File: config.mk
export PLATFORM = sky130hd
export DESIGN_NAME = scancode_sequencer
export DESIGN_NICKNAME = d
export VERILOG_FILES = /design/src/rtl/scancode_sequencer.sv
export SDC_FILE = /design/constraint.sdc
export NUM_CORES = 1
export LEC_CHECK = 0
export CORE_MARGIN = 1.5
export CORE_UTILIZATION = 55
export CTS_CLUSTER_SIZE = 14
export DETAILED_ROUTE_END_ITERATION = 10
export PLACE_DENSITY = 0.89
export SLEW_MARGIN = 30
export SYNTH_ARGS = -nofsm -noshare
export SYNTH_HDL_FRONTEND = slang
export SYNTH_SLANG_ARGS = --single-unit
File: constraint.sdc
create_clock -name vga_clk -period 5.2 [get_ports vga_clk]
set_input_delay 1.04 -clock vga_clk [delete_from_list [all_inputs] [get_ports vga_clk]]
set_output_delay 1.04 -clock vga_clk [all_outputs]
set_load 0.005 [all_outputs]
File: src/rtl/scancode_sequencer.sv
`timescale 1ns/1ps
// scancode_sequencer
// Turns the PS/2 receiver byte stream into single decode requests for the
// glyph decoder and queues recognised glyph addresses for the display side.
// Break (F0) and extended (E0) prefixes are tracked so that only plain make
// codes reach the decoder; typematic repeats of the held key can be filtered.
//
// Character output handshake: char_valid is high whenever the FIFO holds at
// least one entry and char_addr then shows the oldest entry. An entry is
// consumed on a rising edge where char_valid and char_ready are both high.
// char_ready while char_valid is low has no effect. char_valid does not
// depend combinationally on char_ready.
//
// FIFO_DEPTH must be a power of two in the range 2..16.
module scancode_sequencer #(
  parameter int FIFO_DEPTH    = 4,
  parameter int REPEAT_FILTER = 1
) (
  input  logic       vga_clk,
  input  logic       reset,
  input  logic [7:0] rx_data,
  input  logic       rx_valid,
  output logic [7:0] scancode_out,
  output logic       flag_out,
  input  logic       dec_char_enable,
  input  logic [5:0] dec_start_address,
  output logic [5:0] char_addr,
  output logic       char_valid,
  input  logic       char_ready,
  output logic       key_held,
  output logic       overflow,
  output logic       rx_dropped,
  output logic [2:0] state_dbg
);

  localparam logic [7:0] BREAK_CODE = 8'hF0;
  localparam logic [7:0] EXT_CODE   = 8'hE0;

  localparam int PTR_W = $clog2(FIFO_DEPTH);
  localparam int CNT_W = $clog2(FIFO_DEPTH) + 1;
  localparam logic [CNT_W-1:0] DEPTH_C = CNT_W'(FIFO_DEPTH);
  localparam logic [CNT_W-1:0] CNT_ONE = CNT_W'(1);
  localparam logic [PTR_W-1:0] PTR_ONE = PTR_W'(1);

  typedef enum logic [2:0] {
    S_IDLE    = 3'd0,
    S_BRK     = 3'd1,
    S_EXT     = 3'd2,
    S_EXTBRK  = 3'd3,
    S_DECODE  = 3'd4,
    S_WAIT    = 3'd5,
    S_CAPTURE = 3'd6
  } state_t;

  state_t state;
  state_t state_nxt;

  // Control strobes produced by the next-state logic.
  logic load_make;    // accept rx_data as a new make code
  logic release_key;  // break code matched the held key
  logic drop_byte;    // byte arrived while a decode was in flight
  logic capture;      // decoder outputs are sampled this cycle
  logic is_repeat;    // make code equals the held key and repeats are filtered

  logic [7:0] held_code;

  // FIFO storage and bookkeeping.
  logic [5:0]       mem [FIFO_DEPTH];
  logic [PTR_W-1:0] wr_ptr;
  logic [PTR_W-1:0] rd_ptr;
  logic [CNT_W-1:0] count;
  logic             fifo_full;
  logic             push_req;
  logic             push;
  logic             pop;
  logic             lost;

  assign is_repeat = (REPEAT_FILTER != 0) && key_held && (rx_data == held_code);

  // State register.
  always_ff @(posedge vga_clk) begin
    if (reset) begin
      state <= S_IDLE;
    end else begin
      state <= state_nxt;
    end
  end

  // Next-state and control strobes; prefixes never reach the decoder.
  always_comb begin
    state_nxt   = state;
    load_make   = 1'b0;
    release_key = 1'b0;
    drop_byte   = 1'b0;
    capture     = 1'b0;
    case (state)
      S_IDLE: begin
        if (rx_valid) begin
          if (rx_data == BREAK_CODE) begin
            state_nxt = S_BRK;
          end else if (rx_data == EXT_CODE) begin
            state_nxt = S_EXT;
          end else if (!is_repeat) begin
            load_make = 1'b1;
            state_nxt = S_DECODE;
          end
        end
      end
      S_BRK: begin
        if (rx_valid) begin
          release_key = key_held && (rx_data == held_code);
          state_nxt   = S_IDLE;
        end
      end
      S_EXT: begin
        if (rx_valid) begin
          state_nxt = (rx_data == BREAK_CODE) ? S_EXTBRK : S_IDLE;
        end
      end
      S_EXTBRK: begin
        if (rx_valid) begin
          state_nxt = S_IDLE;
        end
      end
      S_DECODE: begin
        drop_byte = rx_valid;
        state_nxt = S_WAIT;
      end
      S_WAIT: begin
        drop_byte = rx_valid;
        state_nxt = S_CAPTURE;
      end
      S_CAPTURE: begin
        drop_byte = rx_valid;
        capture   = 1'b1;
        state_nxt = S_IDLE;
      end
      default: begin
        state_nxt = S_IDLE;
      end
    endcase
  end

  // The decoder trigger is exactly the one cycle spent in DECODE.
  assign flag_out  = (state == S_DECODE);
  assign state_dbg = state;

  // Scancode presented to the decoder and the currently held key.
  always_ff @(posedge vga_clk) begin
    if (reset) begin
      scancode_out <= 8'h00;
      held_code    <= 8'h00;
      key_held     <= 1'b0;
    end else if (load_make) begin
      scancode_out <= rx_data;
      held_code    <= rx_data;
      key_held     <= 1'b1;
    end else if (release_key) begin
      key_held <= 1'b0;
    end
  end

  // A full FIFO still accepts a push when the head leaves in the same cycle.
  assign fifo_full  = (count == DEPTH_C);
  assign char_valid = (count != '0);
  assign pop        = char_valid && char_ready;
  assign push_req   = capture && dec_char_enable;
  assign push       = push_req && (!fifo_full || pop);
  assign lost       = push_req && fifo_full && !pop;
  assign char_addr  = char_valid ? mem[rd_ptr] : 6'd0;

  // FIFO storage; contents need no reset because char_valid gates them.
  always_ff @(posedge vga_clk) begin
    if (!reset && push) begin
      mem[wr_ptr] <= dec_start_address;
    end
  end

  // FIFO pointers and occupancy; pointers wrap because depth is a power of two.
  always_ff @(posedge vga_clk) begin
    if (reset) begin
      wr_ptr <= '0;
      rd_ptr <= '0;
      count  <= '0;
    end else begin
      if (push) begin
        wr_ptr <= wr_ptr + PTR_ONE;
      end
      if (pop) begin
        rd_ptr <= rd_ptr + PTR_ONE;
      end
      case ({push, pop})
        2'b10:   count <= count + CNT_ONE;
        2'b01:   count <= count - CNT_ONE;
        default: count <= count;
      endcase
    end
  end

  // Sticky error flags, cleared only by reset.
  always_ff @(posedge vga_clk) begin
    if (reset) begin
      overflow   <= 1'b0;
      rx_dropped <= 1'b0;
    end else begin
      overflow   <= overflow | lost;
      rx_dropped <= rx_dropped | drop_byte;
    end
  end

endmodule
**Word-level counts from Yosys, hierarchy flattened**

Memory sizes are Yosys's and may differ from the RTL's. A register that Yosys moved wholly into a read port is not among the register bits.
Index checks and enable logic that the tools add are counted.

- Bits in registers: 21
- Memories: 1
- Output and inout port bits: 22
- Bits in writable memories: 24

- Reduce and logical (&&, ||, !) cells: 18
- Add/sub/neg operators: 4
- Mux-type cells: 25
- Bitwise gates (word level): 2
- Eq/ne operators: 16

Memory list:

| name | words | bits a word | read ports | clocked after memory_dff | wr ports | line | text |
|---|---|---|---|---|---|---|---|
| mem | 4 | 6 | 1 | 1 | 1 | 68 | `logic [5:0] mem [FIFO_DEPTH];` |

Operators by type and width:

| operator | count |
|---|---|
| two-way mux 3 bit | 6 |
| equality test 8 bit, second input constant | 2 |
| case mux 3 bit (5 select lines) | 1 |
| two-way mux 1 bit | 13 |
| equality test 3 bit, second input constant | 4 |
| equality test 8 bit | 1 |
| logical AND 1 bit | 7 |
| equality test 3 x 2 -> 1 bit, second input constant | 2 |
| two-way mux 2 bit | 3 |
| two-way mux 6 bit | 1 |
| case mux 3 bit (2 select lines) | 1 |
| adder 2 x 1 -> 2 bit, second input constant | 2 |
| != test 2 bit, second input constant | 2 |
| != test 4 bit, second input constant | 1 |
| AND reduction 4 bit | 1 |
| nonzero test 2 bit | 2 |
| adder 3 x 1 -> 3 bit, second input constant | 1 |
| equality test 3 x 1 -> 1 bit, second input constant | 1 |
| zero test 1 bit | 3 |
| zero test 3 bit | 1 |
| nonzero test 3 bit | 1 |
| OR reduction 3 bit | 1 |
| subtractor 3 x 1 -> 3 bit, second input constant | 1 |
| equality test 2 x 1 -> 1 bit, second input constant | 1 |
| other kinds (5) | 6 |

**Longest topological paths before layout**

Gate-level depths: netlist (run 1).

- Depth after elaboration: 8
- Gate-level depth with buffers: 10
- Depth with buffers taken out: 9

**Worst setup path after synthesis (run 1)**

Ideal clock, no wire load.

- Path type: input to register
- From: in char_ready
- To: reg count[2]
- Arrival time: 2.701 ns
- Setup slack: 2.429 ns
- Stages on the path: 9
- Setup time: 0.071 ns
- Required time: 5.129 ns
- Cells stage by stage: nor4b_1 nor2b_1 inv_2 ha_1 inv_1 fa_1 xor2_1 or3_1 a21oi_1

- Longest elaborated chain between the ends: 5

RTL lines:

| element | line | text |
|---|---|---|
| from (decl) | 29 | `input logic char_ready,` |
| logical AND 1 bit * | 166 | `assign pop = char_valid && char_ready;` |
| logical OR 1 bit | 168 | `assign push = push_req && (!fifo_full \|\| pop);` |
| logical AND 1 bit | 168 |  |
| equality test 2 x 1 -> 1 bit / equality test 2 bit (equally long branches) | 192 | `case ({push, pop})` |
| case mux 3 bit (2 select lines) / nonzero test 2 bit (equally long branches) | -- |  |
| to (signal assigned) | 193 | `2'b10: count <= count + CNT_ONE;` |
| to (signal assigned) | 194 | `2'b01: count <= count - CNT_ONE;` |
| to (signal assigned) | 195 | `default: count <= count;` |
| to (decl) | 71 | `logic [CNT_W-1:0] count;` |

Every way passes the cells marked *; elsewhere a longest branch is shown, timed or not.
A chain may end at the register's enable or synchronous reset.

**Worst setup path after layout (run 1)**

Ends and elaborated chain as after synthesis.

==> impl_metrics.toml, run 1 <==
[finish]
seq_area_mm2 = 0.001181
drive_gt1_frac = 0.08756
antennaDiodeCount = 0
final_net_count = 241
area.growth.synth_to_final_pct = 23.96
fillers = 286
multiInputGateArea_um2 = 917.1
final_cell_area_mm2 = 0.002680

[setup_path]
critPathBufInv = 3
setup.worst_path.class = "input pin to flop"
critPathLaunchType = "input pin"
cp_max_fo = 3
crit_family = "simple AND/OR/NAND/NOR gates"
end_kind = "flop"
cp.required_ns = 5.42
cp_cell_sequence = "clkdlybuf4s50_1 -> nor4b_1 -> nor2b_1 -> inv_2 -> ha_1 -> inv_1 -> fa_1 -> xor2_1 -> or3_1 -> a21oi_1"
cp.arrival_ns = 3.35
max_stage_delay_ns = 0.41
critPathSlowestCell = "clkdlybuf4s50_1"

[global_routing]
antenna_found_initial = 0
grt.overflow.total = 0
grt_max_degree = 34
grt_pass1_wl_um = 6955
groute.usage.overall = 0.2196
grt_pass1_vias = 1501

[min_path]
hold_path_class = "flop to flop"

[timing]
tightest_slew_ns = 0.3866
max_slew_margin = 0.7386
fin_tns_setup_ns = 0
skew_ns = 0.005155
final.period_utilization = 0.6022
rsz0062_at_grt = "false"
timing.final.hold_violations = 0
drv_slew = 0
period_needed_ns = 3.131
fmax_mhz = 319.4
finalWorstSetupSlack_ns = 2.069
setup_viol = 0

[synth]
synth_top_area_frac = 0.3333
syn_area_mm2 = 0.002162
synthesis.instances = 174
ys_async_sr_fraction = 0
syn_avg_cell_area_um2 = 12.43
yosys-top-cells-area = "edfxtp_1 33%, dfxtp_1 21%, mux4_2 6.2%, nand2b_1 4.6%, xor2_1 4.5%"
yosysMostFrequentCell = "edfxtp_1"
ys_seq_area_frac = 0.5463
synth.ff_latch_count = 47
synth_common_cells = "24 x edfxtp_1, 23 x dfxtp_1, 16 x nand2b_1"
synth_cell_type_count = 39
synth_edf_count = 24
yosys_warnings = 0
synth.largest_area_cell = "edfxtp_1"
ys.flop_type = "edfxtp_1"
syn-num-nets = 199

[routing]
met2_length_um = 2164
finalWirelength_um = 4232
highest_layer = "met4"
ant_nets = 0
met3_length_um = 175
wire_per_inst_um = 15.97
drc = 0
drt_iter0_markers = 72
dr.pass1.iters = 4
wl_met1_um = 1810
route.vias.total = 1435
viasPerCell = 5.415

[clock_tree]
htreeDepth = 2
cts_resized = 0
numCtsBuffers = 5
clockRootBuffer = "clkbuf_8"
ctsHoldBuffers = 0
cts_tree = "built"
clk_latency_ns = 0.29
postCtsSetupRepairBufs = 0
clock-sinks = 47
ctsLongestPathBuffers = 2
clkTransAtPathRegs_ns = 0.08

[placement]
dpl_cell_area_mm2 = 0.002600
dpl.hpwl_um = 3069
dp_worst_setup_slack_ns = 1.810
port_buffers = 40
place.gp.congestion = 0.7488

[power_and_ir_drop]
power.total_uw = 687.4
peakVddDrop_mv = 0.1529
powerDensity_mw_per_mm2 = 256.5
p_leak_uw = 0.0009625

[run_status]
status = "finished clean"

[floorplanning]
ios = 41
die_x_um = 65.70
fp-row-count = 22
initial_core_util = 0.5818
fp.coreArea_mm2 = 0.003716
chipHeight_um = 65.70
dieArea_mm2 = 0.004316

[job]
drv_cap = 0
final cells by class:
type / count / share of cell area
timing repair buffer: 42 / 0.1550
tap: 48 / 0.02241
inverter: 7 / 0.009804
multi-input combinational: 113 / 0.3422
sequential: 47 / 0.4407
clock buffer: 6 / 0.02708
clock inverter: 2 / 0.002801
final timing paths:
path / cells past startpoint / from / endpoint / slack, ns
min reg2reg: 2 / overflow / overflow / 0.48
min: 2 / overflow / overflow / 0.48
max reg2reg: 9 / count[0] / count[2] / 2.83
max: 10 / char_ready / count[2] / 2.07
placed cells by master, fill, tap and decap left out, drive strengths merged:
master         Yosys  final
nand4              1      1
mux4               6      6
mux2i              8      8
dfxtp             23     23
nor3b              1      1
and2              11     11
nor3               1      1
a21oi              5      5
a31oi              2      2
or2b               1      1
or4                1      1
o31ai              1      1
o21ba              2      2
mux2               2      2
or2                1      1
o21ai              1      1
fa                 1      1
xor2              11     11
clkbuf             4      6
xnor2              3      3
nand2b            16     16
nor4b              3      3
inv                7      7
and4b              1      1
and3b              1      1
or3                2      2
ha                 5      5
edfxtp            24     24
buf                3      2
nand2              7      7
nor2b              5      5
o41a               1      1
nor2              12     12
clkinv             0      2
nor4               1      1
clkdlybuf4s50      0     40
tightest hold or removal path, delay by kind of cell (launching register included):
kind,cells,cell delay (ns)
DFF,1,0.33
and+or+nand+nor,1,0.07
AOI/OAI and AO/OA,1,0.04
report_power, final:
| group | internal, µW | total [µW] | switching [µW] | leakage [µW] |
|---|---|---|---|---|
| logic | 47.2 | 76.9 | 29.8 | 0.000519 |
| registers | 397 | 407 | 10.3 | 0.000403 |
| clock network | 91.8 | 203 | 112 | 0.0000403 |
metal layers:
layer	up-vias	track usage
li1	686	-
met1	693	0.2577
met2	48	0.3889
met3	8	0.04966
met4	0	0.08333
met5	-	0
state kept, by name (all words and copies together) (netlist names), named ones only:
name,count
state_dbg,3
mem,24
key_held,1
wr_ptr,2
count,3
overflow,1
rx_dropped,1
rd_ptr,2
held_code,8
logic make-up after synthesis:
group / after synthesis / share of synthesized area
compound gates: 12 / 0.03992
xor+xnor: 14 / 0.05671
fa+ha+maj: 6 / 0.03819
buf+inv: 14 / 0.02951
flops: 47 / 0.5463
mux: 16 / 0.1100
simple gates: 65 / 0.1794
stage by stage:
step | hold slack [ns] | utilization | cells
after detailed placement | 0.4653 | 0.6997 | 257
after floorplan | 0.4604 | - | 174
final | 0.4759 | 0.7212 | 265
after global placement | 0.4516 | 0.6997 | 257
after global routing | 0.5273 | 0.7212 | 265
after CTS | 0.4836 | 0.7212 | 265
(Power assumes the default switching activity.)
==> run 2: changes to the inputs <==
- CORE_UTILIZATION: 55 -> 51
- PLACE_DENSITY: 0.89 -> 0.83
- clock period: 5.2 -> 2.89 ns (I/O delays scaled with it)
==> run 2 against run 1 <==
Sequential power grew 80%. Hold slack is essentially flat. Clock-buffer cell count shrank 1. Final cell count grew 1.1%. Flip-flop and latch count is the same. Die area grew 7.5%. Sequential share of layout area shrank 0.69 points. First-iteration DRC count shrank 35%. Design area grew 1.6%. Register-to-register slack lost 2.3 ns. Combinational power grew 78%. Critical endpoint unchanged. Highest routed layer unchanged.
==> impl_metrics.toml, run 2 (synthesis gave the netlist of run 1 again) <==
[run_status]
status = "finished clean"

[finish]
drive_gt1_frac = 0.1055
seq_area_mm2 = 0.001181
final_cell_area_mm2 = 0.002723
area.growth.synth_to_final_pct = 25.93
layout_common_cells = "40 x clkdlybuf4s50_1, 24 x edfxtp_1, 23 x dfxtp_1"
finish.utilization = 0.6758
final_common_cell = "clkdlybuf4s50_1"
multiInputGateArea_um2 = 917.1
final_net_count = 242
fillers = 319
largest_registers = "mem (24), held_code (8)"
antennaDiodeCount = 0
largest_reg_flops = 24
top_register = "mem"

[clock_tree]
ctsHoldBuffers = 0
postCtsSetupRepairBufs = 0
clock-sinks = 47
numCtsBuffers = 5
ctsLongestPathBuffers = 2
clockRootBuffer = "clkbuf_8"
clkTransAtPathRegs_ns = 0.09
cts_resized = 0
cts_tree = "built"
clk_latency_ns = 0.30
htreeDepth = 2

[placement]
dpl_cell_area_mm2 = 0.002610
dpl.hpwl_um = 2952
place.gp.congestion = 0.7794
dp_worst_setup_slack_ns = -0.08836
port_buffers = 40

[floorplanning]
initial_core_util = 0.5366
die_x_um = 68.11
chipHeight_um = 68.11
dieArea_mm2 = 0.004639
fp-row-count = 23
ios = 41
fp.coreArea_mm2 = 0.004029

[routing]
ant_nets = 0
viasPerCell = 5.272
dr.pass1.iters = 6
route.vias.total = 1413
wire_per_inst_um = 15.12
finalWirelength_um = 4051
drc = 0
drt_iter0_markers = 47

[timing]
rsz0062_at_grt = "false"
drv_slew = 0
tightest_slew_ns = 0.4466
fmax_mhz = 371.7
setup_viol = 0
timing.final.hold_violations = 0
period_needed_ns = 2.690
final.period_utilization = 0.9309
max_slew_margin = 0.6981
skew_ns = 0.004499
finalWorstSetupSlack_ns = 0.1997

[setup_path]
r2r_start = "count[0]"
cp.required_ns = 3.12
end_kind = "flop"
cp_max_fo = 3
critPathLaunchType = "input pin"
cp.arrival_ns = 2.92
setup.worst_path.class = "input pin to flop"
crit_start = "char_ready"

[global_routing]
groute.usage.overall = 0.1961
grt_pass1_vias = 1407
antenna_found_initial = 0
grt_pass1_wl_um = 6499
grt.overflow.total = 0
grt_max_degree = 33

[power_and_ir_drop]
p_leak_uw = 0.0009858
powerDensity_mw_per_mm2 = 497.4
peakVddDrop_mv = 0.2451

[min_path]
hold_path_class = "flop to flop"
hp-start = "overflow"

[job]
drv_cap = 0
==> run 2: cell types whose count changed in the layout (fill, tap and decap cells not counted), sizes merged <==
cell,previous run,this run
bufinv,0,1
clkbuf,6,5
buf,2,3
==> run 2: cell type report <==
| class | count | share of cell area |
|---|---|---|
| clock buffers | 5 | 0.02528 |
| clock inverters | 3 | 0.01608 |
| repair buffers | 43 | 0.1553 |
| inverters | 7 | 0.009651 |
| multi-input cells | 113 | 0.3369 |
| well taps | 50 | 0.02298 |
| flip-flops and latches | 47 | 0.4338 |
==> run 2: final timing paths <==
path	end	slack (ns)	cells past startpoint
worst max-delay path	count[2]	0.20	10
worst min-delay path	overflow	0.48	2
worst max register to register	count[2]	0.49	9
worst min register to register	overflow	0.48	2
==> run 2: metal layers <==
layer  global-route usage  part of all wire  vias up
li1                     -                 -      691
met1               0.2281              0.43      682
met2               0.3410              0.52       35
met3              0.05263             0.040        5
met4              0.08000             0.013        0
met5                    0                 0        -
==> run 2: worst max-delay path, stage by stage <==
cell             delay, ns
clkdlybuf4s50_1       0.42
nor4b_1               0.41
nor2b_1               0.15
inv_2                 0.10
ha_1                  0.18
inv_1                 0.07
fa_1                  0.38
xor2_1                0.16
or3_1                 0.31
a21oi_1               0.17
==> run 2: stage by stage <==
step / TNS, ns / hold WS (ns) / std cells / power [µW]
finish: 0 / 0.4762 / 268 / 1354
global route: 0 / 0.5308 / 268 / 1405
CTS: 0 / 0.4824 / 268 / 1365
detailed placement: -0.08836 / 0.4620 / 260 / 884.8
global placement: 0 / 0.4573 / 260 / 880.6
floorplan: 0 / 0.4604 / 174 / 809.3
==> run 2: power by group <==
group          internal (µW)  switching, µW  total (µW)
combinational           84.8           52.6         137
sequential               714           19.0         733
clock                    258            226         484
total                   1060            298        1350
